File: config.mk
export PLATFORM = sky130hd
export DESIGN_NAME = ng_tmr_req
export DESIGN_NICKNAME = d
export VERILOG_FILES = /design/src/rtl/ng_tmr_req.sv
export SDC_FILE = /design/constraint.sdc
export NUM_CORES = 1
export LEC_CHECK = 0
export ABC_AREA = 1
export ABC_CLOCK_PERIOD_IN_PS = 830
export CAP_MARGIN = 10
export CORE_MARGIN = 4
export CORE_UTILIZATION = 30
export DETAILED_ROUTE_END_ITERATION = 8
export GPL_TIMING_DRIVEN = 0
export REMOVE_ABC_BUFFERS = 1
export SKIP_LAST_GASP = 1
export SYNTH_ARGS = -nofsm -noshare
export SYNTH_HDL_FRONTEND = slang
export SYNTH_SLANG_ARGS = --single-unit
File: constraint.sdc
create_clock -name CLK1 -period 0.83 [get_ports CLK1]
set_input_delay 0.166 -clock CLK1 [delete_from_list [all_inputs] [get_ports CLK1]]
set_output_delay 0.166 -clock CLK1 [all_outputs]
set_load 0.01 [all_outputs]
File: src/rtl/ng_tmr_req.sv
// Scaler-pulse request latch/arbiter: pulse->PEND same edge, REQ one edge later, ACK drops REQ; fixed priority 0>1>2>3.
// Optional PENDING_COUNT_EN: per-source PCW-bit pending counts instead of single flags; OVF on pulse while saturated.
module ng_tmr_req #(
  parameter int PCW = 2
) (
  input  logic       CLK1,
  input  logic       NPURST,
  input  logic       F10X,
  input  logic       F13X,
  input  logic       F17X,
  input  logic       REQ_ENAB,
  input  logic       ACK,
  input  logic       CLR_OVF,
  output logic       REQ,
  output logic [1:0] CNT_ID,
  output logic [3:0] PEND,
  output logic [3:0] OVF
);

`ifdef PENDING_COUNT_EN
  localparam int CW = PCW;
`else
  // A 1-bit saturating count behaves exactly like a pending flag; PCW has no effect here.
  localparam int CW = 1 + 0 * PCW;
`endif

  localparam logic [CW-1:0] CNT_MAX = '1;

  typedef enum logic {
    S_IDLE,
    S_GRANT
  } state_t;

  state_t        state_q, state_d;
  logic [1:0]    cnt_id_q, cnt_id_d;
  logic [CW-1:0] cnt_q [4];
  logic [CW-1:0] cnt_d [4];
  logic [3:0]    ovf_q, ovf_d;
  logic [3:0]    pulse;
  logic [3:0]    ack_hit;
  logic [3:0]    ovf_set;
  logic [3:0]    pend;

  assign pulse = {F17X, F13X, F10X, F10X};

  always_comb begin
    for (int i = 0; i < 4; i++) begin
      pend[i]    = (cnt_q[i] != '0);
      ack_hit[i] = (state_q == S_GRANT) && ACK && (cnt_id_q == 2'(i));
    end
  end

  // Pulse and ACK of the same source on one edge cancel: count unchanged, no overrun.
  always_comb begin
    for (int i = 0; i < 4; i++) begin
      cnt_d[i]   = cnt_q[i];
      ovf_set[i] = 1'b0;
      if (pulse[i] && !ack_hit[i]) begin
        if (cnt_q[i] == CNT_MAX) begin
          ovf_set[i] = 1'b1;
        end else begin
          cnt_d[i] = cnt_q[i] + 1'b1;
        end
      end else if (!pulse[i] && ack_hit[i] && (cnt_q[i] != '0)) begin
        cnt_d[i] = cnt_q[i] - 1'b1;
      end
    end
    ovf_d = (CLR_OVF ? 4'b0000 : ovf_q) | ovf_set;
  end

  always_comb begin
    state_d  = state_q;
    cnt_id_d = cnt_id_q;
    case (state_q)
      S_IDLE: begin
        if (REQ_ENAB && (pend != 4'b0000)) begin
          state_d = S_GRANT;
          if (pend[0])      cnt_id_d = 2'd0;
          else if (pend[1]) cnt_id_d = 2'd1;
          else if (pend[2]) cnt_id_d = 2'd2;
          else              cnt_id_d = 2'd3;
        end
      end
      S_GRANT: begin
        if (ACK) state_d = S_IDLE;
      end
      default: state_d = S_IDLE;
    endcase
  end

  always_ff @(posedge CLK1 or negedge NPURST) begin
    if (!NPURST) begin
      state_q  <= S_IDLE;
      cnt_id_q <= 2'd0;
      ovf_q    <= 4'b0000;
      for (int i = 0; i < 4; i++) cnt_q[i] <= '0;
    end else begin
      state_q  <= state_d;
      cnt_id_q <= cnt_id_d;
      ovf_q    <= ovf_d;
      for (int i = 0; i < 4; i++) cnt_q[i] <= cnt_d[i];
    end
  end

  assign REQ    = (state_q == S_GRANT);
  assign CNT_ID = cnt_id_q;
  assign PEND   = pend;
  assign OVF    = ovf_q;

endmodule

==> impl_metrics.ini <==
[run_status]
failed_checks = setup timing
status = complete, but fails checks

[clock_network]
htreeDepth = 1
root_buffer = clkbuf_4
clk_pin_slew_ns = 0.07
cts_num_sinks = 11
cts_tree = built
clock_latency_ns = 0.27
cts-buffers-inserted = 3
clock_path_buffers = 2
cts_hold_buf = 0

[grt]
grt_pass1_vias = 455
track_usage = 0.1068
grt_pass1_wl_mm = 1.952
grt_max_degree = 12
antenna_found_initial = 0
overflow = 0

[setup_path]
crit_family = flip-flops
setup.worst_path.end_class = flip-flop
r2r_slack_ns = -0.18
r2r_start = PEND[1]
required_ns = 0.98
start_kind = flip-flop
r2r_end = REQ
arrival_ns = 1.16
crit_type = flip-flop to flip-flop
startpoint = PEND[1]
worstPathCellList = buf_6 -> nor2_4 -> nand3_4 -> nand2_4 -> o21ai_1
r2r_cells = 5
path_buf_inv = 1
slowest_delay_ns = 0.39
worstPathMaxFanout = 3
crit_slowest_cell = dfrtp_1

[timing]
rsz0062_at_grt = true
fin_crit_ns = 1.012
setup_viol = 22
timing.final.ws_setup_ns = -0.1824
hold_viol_final = 0
maxSlewViolCount = 0
worst_pin_slew_ns = 0.4853
whs_ns = 0.2260
fin_setup_tns_ns = -2.911
fin_crit_sh = 1.220
max_freq_ghz = 0.9877
fin_worst_skew_ns = 0.007275
relSlewSlack = 0.6754

[routing]
wl_met3_um = 108
drtAntennaViolNets = 0
first_pass_iters = 2
wl_per_cell_um = 11.61
drc = 0
via_count = 503
routed.top_layer = met4
drtIter0Drc = 1
totalWireLength_mm = 1.254
post_drt_via_cell_ratio = 4.657
met1_length_um = 507
wl_met2_um = 623

[synthesis]
yosysTopAreaCellShare = 0.5446
mappedNetlistArea_um2 = 505.5
synthMuxAreaShare = 0
ys_ff_latch = 11
synthXorXnorAreaFrac = 0
synth_top_family_by_area = simple AND/OR/NAND/NOR gates
ys_warn_count = 0
syn-instance-count = 61
yosys.area.top_type = dfrtp_1
synth.avg_cell_area_um2 = 8.287
ys_top_cells_by_area = dfrtp_1 54%, nand2_1 11%, inv_1 6.7%
synthDistinctLibCells = 15
yosysSeqAreaShare = 0.5446
synth-compound-area-share = 0.1312
synth-simple-area-share = 0.2500
synth_adder_area_share = 0

[cells_and_area]
final_area_um2 = 882.1
diodes = 0
final_cell_mix = 11 x dfrtp_1, 10 x buf_2, 9 x nand2_1, 7 x inv_1, 7 x clkdlybuf4s50_1
fin_nets = 101
layout_commonest_cell = dfrtp_1
area_growth_syn_to_layout_pct = 74.50
final_util = 0.5722
drive_above_1_share = 0.5652

[min_path]
hp-class = primary input to asynchronous set/reset pin

[placed_design]
placed_area_um2 = 705.7
dpl.hpwl_um = 834.5
gp_congestion = 0.7173
portBuffers = 18

[pwr]
intPower_mw = 1.020
power_frac_clock = 0.235
p_comb_frac = 0.344
power_density_nw_per_um2 = 1692
p_leak_nw = 0.4358
p_switching_mw = 0.4718
sw_frac_of_total = 0.3162
ir_drop_v = 0.0009013
sequentialPowerShare = 0.421

[die]
fp-row-count = 14
pin_count = 19
die_h_um = 49.05
core_um2 = 1541
initial_core_util = 0.3279
design.die.area_um2 = 2406
die_w_um = 49.05

[run]
drv_cap = 0
repair_timing:
item                       4_1_cts  5_1_grt
setup endpoints to repair       22       22
pin swaps                        2        4
gates resized for setup         54       29
buffers inserted                 7        2
Yosys cell counts:
master	instances
nand2_1	15
a21oi_1	4
nand2_2	2
inv_1	9
a21oi_2	1
nor2_1	7
o21ai_2	2
nor2_2	1
nor3_1	1
nand3_2	1
o21ai_1	3
dfrtp_1	11
inv_2	1
nand3_1	2
o21ai_0	1
worst max path at each step:
| stage | to | cells past startpoint | slack, ns |
|---|---|---|---|
| detailed placement | CNT_ID[1] | 6 | -0.35 |
| floorplan | REQ | 4 | -0.09 |
| finish | REQ | 5 | -0.18 |
| CTS | PEND[0] | 6 | -0.16 |
| global placement | PEND[1] | 6 | -0.33 |
| global route | CNT_ID[1] | 6 | -0.24 |
state kept, by name (all words and copies together), names as in the netlist:
signal	flops
CNT_ID	2
REQ	1
OVF	4
PEND	4
area by class of cell:
class	instances	area (µm²)
fillers	137	659.4
multi-input cells	40	302.8
repair buffers	27	217.7
flip-flops and latches	11	275.3
inverters	10	40.04
well taps	16	20.02
clock buffers	4	26.28
cells by family (layout without fill, tap and decap cells):
| logic type | count (synthesis) | after routing |
|---|---|---|
| buffers and inverters | 10 | 41 |
| AO/OA/AOI/OAI | 11 | 11 |
| AND/OR/NAND/NOR | 29 | 29 |
| flip-flops | 11 | 11 |
power by group through the flow:
stage / Combinational, mW / Clock (mW) / Sequential, mW
after CTS: 0.391 / 0.374 / 0.619
after global placement: 0.327 / 0 / 0.655
after global routing: 0.564 / 0.395 / 0.636
after floorplan: 0.118 / 0 / 0.679
after detailed placement: 0.329 / 0 / 0.656
final: 0.513 / 0.350 / 0.628
per-layer routing:
| metal | vias to the layer above | global-route usage |
|---|---|---|
| met1 | 225 | 0.1205 |
| li1 | 260 | - |
| met5 | - | 0 |
| met2 | 16 | 0.1609 |
| met4 | 0 | 0.05381 |
| met3 | 2 | 0.05810 |
stage by stage:
| step | power [mW] | worst slack, ns | cells |
|---|---|---|---|
| finish | 1.492 | -0.1824 | 108 |
| global route | 1.594 | -0.2400 | 108 |
| CTS | 1.384 | -0.1595 | 106 |
| detailed placement | 0.9852 | -0.3459 | 95 |
| global placement | 0.9827 | -0.3282 | 95 |
| floorplan | 0.7972 | -0.08593 | 61 |
(Power assumes the default switching activity.)
